$ cat src/rtl/fp_addsub_param_if.sv
// Request/result bundle for the parametrised floating-point add/subtract unit.
// The master issues operands; the slave returns the registered result and flags.
interface fp_addsub_param_if #(
  parameter int unsigned EXP_W = 8,
  parameter int unsigned MAN_W = 23
);
  localparam int unsigned W = 1 + EXP_W + MAN_W;

  logic         start;
  logic         sub;
  logic [W-1:0] a;
  logic [W-1:0] b;
  logic [W-1:0] sum;
  logic         done;
  logic         busy;
  logic         flag_invalid;
  logic         flag_overflow;
  logic         flag_inexact;

  modport master (
    output start, sub, a, b,
    input  sum, done, busy, flag_invalid, flag_overflow, flag_inexact
  );

  modport slave (
    input  start, sub, a, b,
    output sum, done, busy, flag_invalid, flag_overflow, flag_inexact
  );
endinterface

$ cat src/rtl/fp_addsub_param.sv
// Multi-cycle IEEE-754 add/subtract with RNE rounding, subnormals and exception flags.
// Fixed latency: accept in IDLE, result and done appear six cycles later in PACK.
module fp_addsub_param #(
  parameter int unsigned EXP_W = 8,
  parameter int unsigned MAN_W = 23
) (
  input  logic              clk,
  input  logic              reset,
  fp_addsub_param_if.slave  bus
);
  localparam int unsigned W    = 1 + EXP_W + MAN_W;
  localparam int unsigned MW   = MAN_W + 5;          // carry, hidden, fraction, G, R, S
  localparam int unsigned EW   = EXP_W + 2;
  localparam int unsigned RW   = MAN_W + 2;          // rounding carry + hidden + fraction
  localparam int unsigned EMAX = (1 << EXP_W) - 1;
  localparam logic [W-1:0] QNAN = {1'b0, {EXP_W{1'b1}}, 1'b1, {(MAN_W-1){1'b0}}};

  typedef enum logic [2:0] {
    S_IDLE, S_UNPACK, S_ALIGN, S_ADD, S_NORM, S_ROUND, S_PACK
  } state_e;

  state_e          state_q, state_d;
  logic [W-1:0]    a_q, a_d, b_q, b_d;
  logic            sub_q, sub_d;
  logic            sa_q, sa_d, sb_q, sb_d;
  logic [EW-1:0]   ea_q, ea_d, eb_q, eb_d;
  logic [MW-1:0]   ma_q, ma_d, mb_q, mb_d;
  logic            spec_q, spec_d, spec_inv_q, spec_inv_d;
  logic [W-1:0]    spec_val_q, spec_val_d;
  logic            zero_q, zero_d;
  logic [W-1:0]    sum_q, sum_d;
  logic            done_q, done_d, busy_q, busy_d;
  logic            inv_q, inv_d, ovf_q, ovf_d, inx_q, inx_d;

  // Combinational scratch
  logic            a_all1, b_all1, a_exp_nz, b_exp_nz, nan_a, nan_b, inf_a, inf_b, sbe;
  logic            swap, inc;
  logic [EW-1:0]   ex, ey, dexp, er;
  logic [MW-1:0]   mx, my, ysh, ymsk;
  logic [RW-1:0]   rnd;
  int unsigned     lz, room, sh;

  // Leading zeros from the hidden-bit position downwards
  function automatic int unsigned lzc_f(input logic [MW-2:0] m);
    int unsigned n;
    logic        found;
    n     = 0;
    found = 1'b0;
    for (int i = int'(MW) - 2; i >= 0; i--) begin
      if (!found) begin
        if (m[i]) found = 1'b1;
        else      n++;
      end
    end
    return n;
  endfunction

  always_comb begin
    state_d    = state_q;
    a_d        = a_q;
    b_d        = b_q;
    sub_d      = sub_q;
    sa_d       = sa_q;
    sb_d       = sb_q;
    ea_d       = ea_q;
    eb_d       = eb_q;
    ma_d       = ma_q;
    mb_d       = mb_q;
    spec_d     = spec_q;
    spec_inv_d = spec_inv_q;
    spec_val_d = spec_val_q;
    zero_d     = zero_q;
    sum_d      = sum_q;
    inv_d      = inv_q;
    ovf_d      = ovf_q;
    inx_d      = inx_q;
    done_d     = 1'b0;
    busy_d     = 1'b0;
    a_all1     = &a_q[W-2:MAN_W];
    b_all1     = &b_q[W-2:MAN_W];
    a_exp_nz   = |a_q[W-2:MAN_W];
    b_exp_nz   = |b_q[W-2:MAN_W];
    nan_a      = a_all1 & (|a_q[MAN_W-1:0]);
    nan_b      = b_all1 & (|b_q[MAN_W-1:0]);
    inf_a      = a_all1 & ~(|a_q[MAN_W-1:0]);
    inf_b      = b_all1 & ~(|b_q[MAN_W-1:0]);
    sbe        = b_q[W-1] ^ sub_q;
    swap       = 1'b0;
    inc        = 1'b0;
    ex         = '0;
    ey         = '0;
    dexp       = '0;
    er         = '0;
    mx         = '0;
    my         = '0;
    ysh        = '0;
    ymsk       = '0;
    rnd        = '0;
    lz         = 0;
    room       = 0;
    sh         = 0;

    case (state_q)
      S_IDLE: begin
        if (bus.start) begin
          a_d     = bus.a;
          b_d     = bus.b;
          sub_d   = bus.sub;
          state_d = S_UNPACK;
        end
      end

      // Subnormals get exponent 1 and no hidden bit; specials are resolved here
      S_UNPACK: begin
        sa_d       = a_q[W-1];
        sb_d       = sbe;
        ea_d       = a_exp_nz ? EW'(a_q[W-2:MAN_W]) : EW'(1);
        eb_d       = b_exp_nz ? EW'(b_q[W-2:MAN_W]) : EW'(1);
        ma_d       = {1'b0, a_exp_nz, a_q[MAN_W-1:0], 3'b000};
        mb_d       = {1'b0, b_exp_nz, b_q[MAN_W-1:0], 3'b000};
        zero_d     = 1'b0;
        spec_d     = a_all1 | b_all1;
        spec_inv_d = 1'b0;
        if (nan_a || nan_b || (inf_a && inf_b && (a_q[W-1] != sbe))) begin
          spec_val_d = QNAN;
          spec_inv_d = 1'b1;
        end else if (inf_a) begin
          spec_val_d = {a_q[W-1], {EXP_W{1'b1}}, {MAN_W{1'b0}}};
        end else begin
          spec_val_d = {sbe, {EXP_W{1'b1}}, {MAN_W{1'b0}}};
        end
        state_d = S_ALIGN;
      end

      // X takes the larger magnitude; Y is shifted right with G/R/S retained
      S_ALIGN: begin
        swap = (eb_q > ea_q) || ((eb_q == ea_q) && (mb_q > ma_q));
        ex   = swap ? eb_q : ea_q;
        ey   = swap ? ea_q : eb_q;
        mx   = swap ? mb_q : ma_q;
        my   = swap ? ma_q : mb_q;
        dexp = ex - ey;
        if (32'(dexp) >= MAN_W + 3) begin
          ysh    = '0;
          ysh[0] = |my;
        end else begin
          ysh    = my >> dexp;
          ymsk   = (MW'(1) << dexp) - MW'(1);
          ysh[0] = ysh[0] | (|(my & ymsk));
        end
        sa_d    = swap ? sb_q : sa_q;
        sb_d    = swap ? sa_q : sb_q;
        ea_d    = ex;
        eb_d    = ey;
        ma_d    = mx;
        mb_d    = ysh;
        state_d = S_ADD;
      end

      S_ADD: begin
        ma_d    = (sa_q == sb_q) ? (ma_q + mb_q) : (ma_q - mb_q);
        state_d = S_NORM;
      end

      // Left shift is capped so the exponent never drops below 1 (subnormal floor)
      S_NORM: begin
        zero_d = (ma_q == '0);
        if (ma_q[MW-1]) begin
          ma_d = {1'b0, ma_q[MW-1:2], ma_q[1] | ma_q[0]};
          ea_d = ea_q + EW'(1);
        end else begin
          lz   = lzc_f(ma_q[MW-2:0]);
          room = 32'(ea_q) - 32'd1;
          sh   = (lz < room) ? lz : room;
          ma_d = ma_q << sh;
          ea_d = ea_q - EW'(sh);
        end
        state_d = S_ROUND;
      end

      // Round to nearest even and pack straight into the result registers
      S_ROUND: begin
        inc = ma_q[2] & (ma_q[1] | ma_q[0] | ma_q[3]);
        rnd = {1'b0, ma_q[MAN_W+3:3]} + RW'(inc);
        er  = ea_q;
        if (rnd[RW-1]) begin
          rnd = rnd >> 1;
          er  = ea_q + EW'(1);
        end
        inv_d = 1'b0;
        ovf_d = 1'b0;
        inx_d = 1'b0;
        if (spec_q) begin
          sum_d = spec_val_q;
          inv_d = spec_inv_q;
        end else if (zero_q) begin
          sum_d = {sa_q & sb_q, {(W-1){1'b0}}};
        end else if (er >= EW'(EMAX)) begin
          sum_d = {sa_q, {EXP_W{1'b1}}, {MAN_W{1'b0}}};
          ovf_d = 1'b1;
          inx_d = 1'b1;
        end else begin
          sum_d = {sa_q, rnd[MAN_W] ? er[EXP_W-1:0] : {EXP_W{1'b0}}, rnd[MAN_W-1:0]};
          inx_d = |ma_q[2:0];
        end
        state_d = S_PACK;
      end

      S_PACK:  state_d = S_IDLE;
      default: state_d = S_IDLE;
    endcase

    done_d = (state_d == S_PACK);
    busy_d = (state_d != S_IDLE);
  end

  always_ff @(posedge clk) begin
    if (reset) begin
      state_q    <= S_IDLE;
      a_q        <= '0;
      b_q        <= '0;
      sub_q      <= 1'b0;
      sa_q       <= 1'b0;
      sb_q       <= 1'b0;
      ea_q       <= '0;
      eb_q       <= '0;
      ma_q       <= '0;
      mb_q       <= '0;
      spec_q     <= 1'b0;
      spec_inv_q <= 1'b0;
      spec_val_q <= '0;
      zero_q     <= 1'b0;
      sum_q      <= '0;
      done_q     <= 1'b0;
      busy_q     <= 1'b0;
      inv_q      <= 1'b0;
      ovf_q      <= 1'b0;
      inx_q      <= 1'b0;
    end else begin
      state_q    <= state_d;
      a_q        <= a_d;
      b_q        <= b_d;
      sub_q      <= sub_d;
      sa_q       <= sa_d;
      sb_q       <= sb_d;
      ea_q       <= ea_d;
      eb_q       <= eb_d;
      ma_q       <= ma_d;
      mb_q       <= mb_d;
      spec_q     <= spec_d;
      spec_inv_q <= spec_inv_d;
      spec_val_q <= spec_val_d;
      zero_q     <= zero_d;
      sum_q      <= sum_d;
      done_q     <= done_d;
      busy_q     <= busy_d;
      inv_q      <= inv_d;
      ovf_q      <= ovf_d;
      inx_q      <= inx_d;
    end
  end

  assign bus.sum           = sum_q;
  assign bus.done          = done_q;
  assign bus.busy          = busy_q;
  assign bus.flag_invalid  = inv_q;
  assign bus.flag_overflow = ovf_q;
  assign bus.flag_inexact  = inx_q;
endmodule

$ cat src/flat_wrapper.sv
// flat-port wrapper written by rule: the top's interface ports become plain ports
module fp_addsub_param_flat 
#(
  parameter int unsigned EXP_W = 8,
  parameter int unsigned MAN_W = 23
)
  (clk, reset, bus_start, bus_sub, bus_a, bus_b, bus_sum, bus_done, bus_busy, bus_flag_invalid, bus_flag_overflow, bus_flag_inexact);
  fp_addsub_param_if #(.EXP_W(EXP_W), .MAN_W(MAN_W)) bus_i ();
  input  logic clk;
  input  logic reset;
  input wire logic [$bits(bus_i.start)-1:0] bus_start;
  input wire logic [$bits(bus_i.sub)-1:0] bus_sub;
  input wire logic [$bits(bus_i.a)-1:0] bus_a;
  input wire logic [$bits(bus_i.b)-1:0] bus_b;
  output wire logic [$bits(bus_i.sum)-1:0] bus_sum;
  output wire logic [$bits(bus_i.done)-1:0] bus_done;
  output wire logic [$bits(bus_i.busy)-1:0] bus_busy;
  output wire logic [$bits(bus_i.flag_invalid)-1:0] bus_flag_invalid;
  output wire logic [$bits(bus_i.flag_overflow)-1:0] bus_flag_overflow;
  output wire logic [$bits(bus_i.flag_inexact)-1:0] bus_flag_inexact;
  assign bus_i.start = bus_start;
  assign bus_i.sub = bus_sub;
  assign bus_i.a = bus_a;
  assign bus_i.b = bus_b;
  assign bus_sum = bus_i.sum;
  assign bus_done = bus_i.done;
  assign bus_busy = bus_i.busy;
  assign bus_flag_invalid = bus_i.flag_invalid;
  assign bus_flag_overflow = bus_i.flag_overflow;
  assign bus_flag_inexact = bus_i.flag_inexact;
  fp_addsub_param #(.EXP_W(EXP_W), .MAN_W(MAN_W)) u_core (.clk(clk), .reset(reset), .bus(bus_i));
endmodule
$ cat config.mk
export PLATFORM = sky130hd
export DESIGN_NAME = fp_addsub_param_flat
export DESIGN_NICKNAME = d
export VERILOG_FILES = /design/src/rtl/fp_addsub_param_if.sv /design/src/rtl/fp_addsub_param.sv /design/src/flat_wrapper.sv
export SDC_FILE = /design/constraint.sdc
export NUM_CORES = 1
export LEC_CHECK = 0
export BUFFER_PORTS_ARGS = -buffer_cell sky130_fd_sc_hd__buf_2
export CAP_MARGIN = 20
export CORE_MARGIN = 2
export CORE_UTILIZATION = 45
export DETAILED_ROUTE_END_ITERATION = 10
export GPL_TIMING_DRIVEN = 0
export HOLD_SLACK_MARGIN = 0.12
export MAX_ROUTING_LAYER = met4
export PLACE_DENSITY = 0.63
export SLEW_MARGIN = 20
export SYNTH_ARGS = -nofsm -noshare
export SYNTH_HDL_FRONTEND = slang
export SYNTH_SLANG_ARGS = --single-unit
$ cat constraint.sdc
create_clock -name clk -period 40 [get_ports clk]
set_clock_uncertainty 0.05 [all_clocks]
set_input_delay 6 -clock clk [delete_from_list [all_inputs] [get_ports clk]]
set_output_delay 6 -clock clk [all_outputs]
set_load 0.01 [all_outputs]
# Word level (Yosys, flattened, before mapping)
# Cells that the tools add are included.
[word_totals] ff_bits=218 in_bits=68 elab_cells=361 output_inout_bits=37
[classes] n_addsub=34 magnitude_cmp=5 n_bitwise=14 n_shift=3 n_mux=250 eq_ne=10 n_reduce_logical=25
[ops] cell="$mux 32" count=111
[ops] cell="$add 32x1->32 const B" count=26
[ops] cell="$mux 28" count=5
[ops] cell="$mux 1" count=114
[ops] cell="$pmux 28 s4" count=1
[ops] cell="$pmux 28 s2" count=1
[ops] cell="$reduce_or 28->1" count=2
[ops] cell="$mux 10" count=5
[ops] cell="$mux 24" count=2
[ops] cell="$reduce_or 23->1" count=2
[ops] cell="$lt 32x32->1" count=1
[ops] cell="$shl 28x32->28" count=1
[ops] cell="$mux 31" count=1
[ops] cell="$pmux 10 s3" count=1
[ops] cell="$add 28x28->28" count=1
[ops] cell="$and 28x28->28" count=1
[ops] cell="$gt 28x28->1" count=1
[ops] cell="$logic_not 28->1" count=1
[ops] cell="$shl 1x10->28 const A" count=1
[ops] cell="$shr 28x10->28" count=1
[ops] cell="$sub 28x2->28 const B" count=1
[ops] cell="$sub 28x28->28" count=1
[ops] cell="$add 24x1->25" count=1
[ops] cell="$mux 8" count=3
[ops] cell="31 further kinds" count=56

# Depth between registers and ports, before layout
# Gate-level depths: netlist of the first run.
[logic_depth] ltp_word=138 depth_mapped=118 ltp_nobuf=115

# Least setup slack after synthesis of the first run
# OpenSTA, ideal clock, no wires.
[synth_path] path_kind="flip-flop to flip-flop" startpoint="register u_core.ma_q[25]" endpoint="register u_core.ea_q[9]" path_buffers=4 period_less_slack_ns=20.233 setup_slack_ns=19.767 arrival_ns=20.051 setup_time_ns=0.132 stages_incl_launch_ff=119 path_cell_list="dfxtp_1 clkbuf_1 inv_1 nor2_1 ha_1 inv_1 a21oi_1 ha_1 o21ai_0 a21oi_1 ha_1 mux2_2 o21ai_0 a21oi_1 ha_1 nand2b_1 a311oi_1 ha_1 (+83 left out) clkbuf_1 ha_1 inv_1 o21ai_0 and2_1 o21ai_0 nand2_1 and2_1 o21ai_0 nand2b_1 a21o_1 a21oi_1 xor2_1 nor2_1 a21oi_1 nor2_1 o21ai_0 a21oi_1"
[synth_between] elab_chain_cells=134 word_cells_on_any_way=214 classes_between="26 x add/sub; 2 x order compare; 184 x mux; 2 x reduce/logical"
[synth_lines] element="start: declaration" line="fp_addsub_param.sv:27" rtl="logic [MW-1:0] ma_q, ma_d, mb_q, mb_d;"
[synth_lines] element="start signal: assignment" line="fp_addsub_param.sv:248" rtl="ma_q <= ma_d;"
[synth_lines] element="$mux 32" line="fp_addsub_param.sv:51" rtl="if (m[i]) found = 1'b1;"
[synth_lines] element="$mux 32" line="fp_addsub_param.sv:50" rtl="if (!found) begin"
[synth_lines] element="$mux 32" line="fp_addsub_param.sv:168" rtl="if (ma_q[MW-1]) begin"
[synth_lines] element="$mux 32" line="fp_addsub_param.sv:103" rtl="case (state_q)"
[synth_lines] element="$add 32x1->32" line="fp_addsub_param.sv:52" rtl="else n++;"
[synth_lines] element="$mux 32" line="fp_addsub_param.sv:51"
[synth_lines] element="$mux 32" line="fp_addsub_param.sv:50"
[synth_lines] element="$mux 32" line="fp_addsub_param.sv:168"
[synth_lines] element="(+118 left out)"
[synth_lines] element="$mux 32" line="fp_addsub_param.sv:50"
[synth_lines] element="$mux 32" line="fp_addsub_param.sv:168"
[synth_lines] element="$mux 32" line="fp_addsub_param.sv:103"
[synth_lines] element="$lt 32x32->1" line="fp_addsub_param.sv:174" rtl="sh = (lz < room) ? lz : room;"
[synth_lines] element="$mux 32" line="fp_addsub_param.sv:174"
[synth_lines] element="$sub 10x10->10" line="fp_addsub_param.sv:176" rtl="ea_d = ea_q - EW'(sh);"
[synth_lines] element="$mux 10" line="fp_addsub_param.sv:168"
[synth_lines] element="$pmux 10 s3 (*)" line="fp_addsub_param.sv:103"
[synth_lines] element="end signal: assignment" line="fp_addsub_param.sv:225" rtl="ea_q <= '0;"
[synth_lines] element="end signal: assignment" line="fp_addsub_param.sv:246" rtl="ea_q <= ea_d;"
[synth_lines] element="end: declaration" line="fp_addsub_param.sv:26" rtl="logic [EW-1:0] ea_q, ea_d, eb_q, eb_d;"
# Every way passes the cells marked *; elsewhere a longest branch is shown, timed or not. The select of a mux whose other input is x is not followed.
# A chain may end at the register's enable or synchronous reset.

# Worst setup path in the final report of the first run
# Same ends and word-level chain as after synthesis.

==> results of run 1 <==
[through the flow]
stage          area (sq um)   util  hold slack [ns]  std cells
2_1_floorplan         20800      -            0.382       3002
3_3_place_gp          22000  0.485            0.392       3706
3_5_place_dp          22000  0.486            0.394       3706
4_1_cts               22700  0.500            0.408       3738
5_1_grt               22700  0.500            0.419       3738
6_report              22700  0.500            0.411       3738
[worst max-delay path: cells and delay by family (launching register included)]
kind | cells | cell delay [ns]
AO/OA/AOI/OAI | 38 | 6.28
AND/OR/NAND/NOR | 29 | 2.90
XOR/XNOR | 2 | 0.46
adder cells (fa/ha/maj) | 27 | 8.98
flip-flops | 1 | 0.49
multiplexers | 13 | 2.69
buffers and inverters | 9 | 2.89
[synthesized netlist by cell type, types with 7 or more instances]
cell type,instances
xor2_1,42
and2_1,20
a221oi_1,31
nor2_1,300
dfxtp_1,188
nand4_1,34
and3_1,29
o21ai_0,187
o221ai_1,12
nand2b_1,29
ha_1,130
a21o_1,26
xnor2_1,98
a2111oi_0,17
nand3b_1,7
nor3_1,73
buf_1,19
nand3_1,91
a211oi_1,29
o22ai_1,20
a311oi_1,11
or3_1,17
o21bai_1,19
o31ai_1,14
clkbuf_1,180
a32oi_1,7
a22oi_1,34
mux2i_1,139
inv_1,107
o21a_1,16
nor3b_1,9
nand2_1,420
nor2b_1,31
nor4_1,36
a21oi_1,336
or2_2,13
buf_2,11
mux2_2,19
o211ai_1,15
a31oi_1,28
[routing by layer]
layer | vias to the layer above | global-route usage | share of wire
li1 | 11000 | - | -
met1 | 11400 | 0.542 | 0.42
met2 | 1426 | 0.620 | 0.42
met3 | 319 | 0.0779 | 0.094
met4 | 0 | 0.226 | 0.061
met5 | - | - | 0
[area by class of cell]
| class | count | area (sq um) | area share |
|---|---|---|---|
| flip-flops and latches | 188 | 3760 | 0.166 |
| multi-input cells | 2492 | 15800 | 0.696 |
| inverters | 112 | 420 | 0.0185 |
| well taps | 600 | 751 | 0.0331 |
| repair buffers | 104 | 520 | 0.0229 |
| clock buffers | 17 | 425 | 0.0187 |
| clock inverters | 15 | 215 | 0.00948 |
| plain buffers | 210 | 802 | 0.0353 |
[cells by family after synthesis]
family / count (synthesis)
adder cells (fa/ha/maj): 136
AO/OA/AOI/OAI: 874
buffers and inverters: 322
other: 1
AND/OR/NAND/NOR: 1144
flip-flops: 188
multiplexers: 163
XOR/XNOR: 158
[placed cells by master (no fill, tap or decap), types with 107 or more instances in the layout]
cell type and instances:
inv_1 107, mux2i_1 139, nor2_1 300, o21ai_0 187, ha_1 130, buf_2 115
clkbuf_1 180, dfxtp_1 188, a21oi_1 336, nand2_1 420
[sequential cells by signal, summed over array words and instances, names as in the netlist, 3 cells and up]
signal and cells:
u_core.a_q 32, u_core.b_q 32, u_core.bus.sum 32, u_core.ea_q 10, u_core.eb_q 10, u_core.ma_q 28, u_core.mb_q 28, u_core.spec_val_q 3
u_core.state_q 3
[path summary, 6_finish.rpt]
path | end | slack [ns] | startpoint | cells past startpoint
max | u_core.ea_q[9] | 15.11 | u_core.ma_q[25] | 118
min | u_core.bus.flag_overflow | 0.41 | u_core.bus.flag_overflow | 2
max reg2reg | u_core.ea_q[9] | 15.11 | u_core.ma_q[25] | 118
min reg2reg | u_core.bus.flag_overflow | 0.41 | u_core.bus.flag_overflow | 2
==> run_results.csv, run 1 <==
group,metric,value,unit
sta,clock.fmax,40.2,MHz
floorplanning,fp.dieH,218,um
layout,drive_gt1_frac,0.0749,
cts,hold_buffers,0,
synth,synth_xor_area_frac,0.0777,
detailed_routing,dr.pass1.iters,8,
global_routing,overflow,0,
sta,setup_slack,15.11,ns
flow_run,drv_cap,0,
detailed_routing,drc,0,
critical_path,cp_slowest_cell,"clkbuf_1",
critical_path,crit_top_cell,"ha_1",
critical_path,critPathMaxStageDelay,0.73,ns
synth,syn_inst,2986,
cts,cts_resized,0,
synth,synth_largest_area_cell,"dfxtp_1",
placed_design,hpwl,79000,um
critical_path,end_kind,"register",
layout,syn_to_final_growth,9.68,%
synth,ys_top_cells_by_area,"dfxtp_1 18%, a21oi_1 8.1%, ha_1 7.9%, nand2_1 7.6%, mux2i_1 6.7%",
critical_path,arrival,25.23,ns
cts,cts.htree.levels,4,
detailed_routing,vias,24100,
sta,hold_violations,0,
placed_design,port_buffers,104,
cts,numCtsBuffers,17,
floorplanning,ios,105,
sta,setup_viol,0,
synth,synth.distinct_cells,106,
cts,path_clk_slew,0.09,ns
global_routing,grt_pass1_wl,144000,um
synth,synth_seq_cells,188,
detailed_routing,viasPerCell,6.46,
global_routing,antenna_found_initial,0,
layout,antenna_cells,0,
synth,synth_warnings,0,
synth,synth_top_family_by_area,"compound AO/OA/AOI/OAI gates",
floorplanning,initial_core_util,0.456,
outcome,status,"finished clean",
floorplanning,core_area,0.0454,sq mm
floorplanning,die_area,0.0477,sq mm
sta,tightestPinTransition,1.19,ns
synth,syn_avg_cell_area,6.93,sq um
global_routing,grt_max_degree,24,
synth,synthFlopType,"dfxtp_1",
global_routing,grt_pass1_vias,22400,
synth,yosysSeqAreaShare,0.182,
detailed_routing,drtIter0Drc,3556,
cts,cts_buffer_depth,2,
cts,clk_latency,0.54,ns
synth,synth-simple-area-share,0.255,
synth,synth-edff-count,0,
sta,tns,0,ns
synth,muxShareOfSynthArea,0.0822,
layout,nets,3326,
critical_path,path_class,"reg2reg",
detailed_routing,postRouteAntennaNets,0,
placed_design,place_congestion,1.09,
synth,async_flop_share,0,
critical_path,required,40.33,ns
worst_hold_path,min_path_type,"reg2reg",
detailed_routing,wl_per_cell,26.6,um
detailed_routing,drt-total-wl,99500,um
critical_path,startpoint_type,"register",
synth,synth_top_area_frac,0.182,
cts,postCtsSetupRepairBufs,0,
critical_path,path_max_fanout,10,
synth,netlist_area,0.0207,sq mm
sta,finalCritPeriodShare,0.622,
cts,cts.sinks,188,
cts,cts_tree,"yes",
synth,synth_compound_area_frac,0.262,
cts,clockRootBuffer,"clkbuf_16",
floorplanning,rows,78,
placed_design,place_ws,15.81,ns
synth,synthAdderAreaFrac,0.0829,
sta,rsz0062_at_grt,"false",
sta,relSlewSlack,0.198,
sta,min_period,24.89,ns
global_routing,grt_usage,0.420,
floorplanning,die_w,218,um
sta,slew_viol_final,0,
layout,nFillCells,4674,
Power of run 1 is not shown: default switching activity piles up to over one toggle a cycle in this logic, so the estimate is an artifact.
==> run 2, diff against run 1 <==
ABC_AREA = 1   (was unset)
PLACE_DENSITY = 0.65   (was 0.63)
clock period = 20.2 ns   (was 40 ns; I/O delays follow)
==> run 2 against run 1 <==
  * Sequential share of layout area shrank 0.31 points
  * Hold slack gained 0.0011 ns
  * Critical path depth grew 5
  * Utilization shrank 0.16 points
  * Highest routed layer unchanged
  * Non-clock buffer count shrank 39
  * Final area grew 2.0%
  * Critical path type unchanged
==> run_results.csv, run 2 <==
group,metric,value,unit
global_routing,grt_usage,0.374,
synth,synth.distinct_cells,67,
worst_hold_path,holdPathStages,2,
global_routing,grt_max_degree,19,
detailed_routing,drt-total-wl,90100,um
synth,synth_xor_area_frac,0.0187,
critical_path,crit_top_cell,"ha_1",
sta,whs,0.412,ns
critical_path,arrival,18.84,ns
critical_path,startpoint_type,"register",
floorplanning,core_area,0.0465,sq mm
synth,yosysMostFrequentCell,"nand2_1",
sta,finalCritPeriodShare,0.919,
worst_hold_path,min_path_type,"reg2reg",
synth,ys_top_cells_by_area,"dfxtp_1 18%, nand2_1 15%, inv_1 7.8%, ha_1 7.7%, a21oi_1 7.6%",
critical_path,reg2reg_to,"u_core.ea_q[7]",
layout,mostFrequentLayoutCell,"nand2_1",
cts,cts.sinks,188,
critical_path,path_depth,123,
placed_design,port_buffers,103,
detailed_routing,postRouteAntennaNets,0,
synth,synth_seq_cells,188,
placed_design,hpwl,73100,um
cts,hold_buffers,0,
worst_hold_path,min_to,"u_core.spec_val_q[30]",
critical_path,path_class,"reg2reg",
detailed_routing,drtIter0Drc,3242,
critical_path,cp_top_family,"adder cells",
synth,synth-edff-count,0,
sta,min_period,18.56,ns
flow_run,drv_cap,0,
synth,syn_inst,3626,
global_routing,grt_pass1_wl,134000,um
synth,synthFlopType,"dfxtp_1",
synth,synth_top_family_by_area,"simple AND/OR/NAND/NOR gates",
cts,cts.htree.levels,4,
sta,hold_violations,0,
layout,final_cell_mix,"849 x nand2_1, 436 x inv_1, 319 x a21oi_1",
synth,yosysSeqAreaShare,0.178,
sta,slew_viol_final,0,
synth,synth_common_cells,"849 x nand2_1, 437 x inv_1, 321 x a21oi_1",
layout,drive_gt1_frac,0.0870,
cts,cts_buffer_depth,2,
floorplanning,ios,105,
floorplanning,die_w,221,um
detailed_routing,drc,0,
critical_path,timing.rr.start,"u_core.ma_q[26]",
cts,numCtsBuffers,17,
synth,syn_avg_cell_area,5.82,sq um
critical_path,end_kind,"register",
critical_path,critPathBufInv,25,
detailed_routing,vias,25600,
synth,synth_warnings,0,
synth,async_flop_share,0,
outcome,status,"finished clean",
synth,synth-simple-area-share,0.370,
floorplanning,initial_core_util,0.454,
detailed_routing,wl_per_cell,20.5,um
critical_path,required,20.48,ns
synth,synth_top_area_frac,0.178,
sta,relSlewSlack,0.202,
floorplanning,die_area,0.0487,sq mm
layout,nFillCells,5154,
sta,setup_viol,0,
sta,clock.fmax,53.9,MHz
critical_path,cp_slowest_cell,"dfxtp_2",
detailed_routing,dr.pass1.iters,8,
synth,muxShareOfSynthArea,0.00379,
layout,final_util,0.499,
cts,cts_tree,"yes",
critical_path,critPathMaxStageDelay,0.52,ns
worst_hold_path,worstHoldStart,"u_core.spec_val_q[30]",
floorplanning,rows,79,
synth,netlist_area,0.0211,sq mm
cts,clk_latency,0.45,ns
critical_path,path_max_fanout,11,
synth,synthAdderAreaFrac,0.0799,
global_routing,overflow,0,
layout,nets,3969,
synth,synth_compound_area_frac,0.233,
cts,path_clk_slew,0.08,ns
placed_design,place_congestion,1.05,
layout,syn_to_final_growth,9.71,%
critical_path,rrSetupSlack,1.64,ns
cts,clockRootBuffer,"clkbuf_16",
detailed_routing,viasPerCell,5.84,
critical_path,reg2regPathDepth,123,
global_routing,grt_pass1_vias,23300,
layout,instances_no_fill,4388,
floorplanning,fp.dieH,221,um
synth,synth_largest_area_cell,"dfxtp_1",
sta,tightestPinTransition,1.19,ns
global_routing,antenna_found_initial,1,
placed_design,dp.cells,4352,
run 2: cell count changes after synthesis, sizes merged, moves of 30 or more:
cell / before / now
mux2i: 142 / 8
o21ai: 192 / 341
nor2b: 31 / 0
xnor2: 104 / 2
nand2: 422 / 894
clkbuf: 180 / 142
inv: 110 / 465
nand3: 91 / 340
nand2b: 30 / 0
nand4: 34 / 75
run 2: worst max-delay path by stage:
stage,start,endpoint,slack (ns)
after CTS,u_core.ma_q[25],u_core.ea_q[7],0.19
after detailed placement,u_core.ma_q[25],u_core.ea_q[7],-0.05
after global placement,u_core.ma_q[25],u_core.ea_q[7],-0.00002
after floorplan,u_core.ma_q[25],u_core.ea_q[7],2.72
final,u_core.ma_q[26],u_core.ea_q[7],1.64
after global routing,u_core.ma_q[25],u_core.ea_q[8],-0.03
run 2: timing repair:
item / 4_1_cts / 5_1_grt
cloned: 0 / 0
pin swaps: 0 / 1
resized for setup: 1 / 43
setup buffers: 0 / 4
setup endpoints to repair: 2 / 38
run 2: tightest hold or removal path, delay by kind of cell (launching register included):
kind | cells | cell delay, ns
flip-flops | 1 | 0.30
buffers and inverters | 1 | 0.06
AO/OA/AOI/OAI | 1 | 0.06
run 2: per-stage QoR:
step,setup WS (ns),setup TNS (ns),area (sq um)
finish,1.64,0,23200
global route,-0.0325,-0.0380,23200
CTS,0.192,0,23000
detailed placement,-0.0505,-0.0531,22500
global placement,-0.0000160,-0.0000160,22400
floorplan,2.72,0,21200
run 2: layout make-up:
type                            instances  area (sq um)  share of cell area
Antenna cell                            1          2.50            0.000108
Buffer                                168           699              0.0302
Clock buffer                           18           439              0.0190
Clock inverter                         13           150             0.00648
Inverter                              480          1810              0.0781
Multi-Input combinational cell       2806         15000               0.647
Sequential cell                       188          3770               0.163
Tap cell                              607           759              0.0328
Timing Repair Buffer                  107           546              0.0236
run 2: cell families (layout without fill, tap and decap cells):
kind of cell             after synthesis  after routing
AO/OA/AOI/OAI                        871            871
other                                  1             18
multiplexers                           8              8
buffers and inverters                648            786
flip-flops                           188            188
XOR/XNOR                              45             45
adder cells (fa/ha/maj)              133            133
AND/OR/NAND/NOR                     1732           1732
run 2: routing by layer:
layer  wire length (um)  GRT usage  part of all wire  vias to the layer above
met4               5230      0.185             0.058                        0
met1              37400      0.470              0.41                    11600
li1                   -          -                 -                    12500
met3               8950     0.0708             0.099                      280
met2              38500      0.574              0.43                     1296
met5                  0          -                 0                        -
Power of run 2 is left out for the same reason.
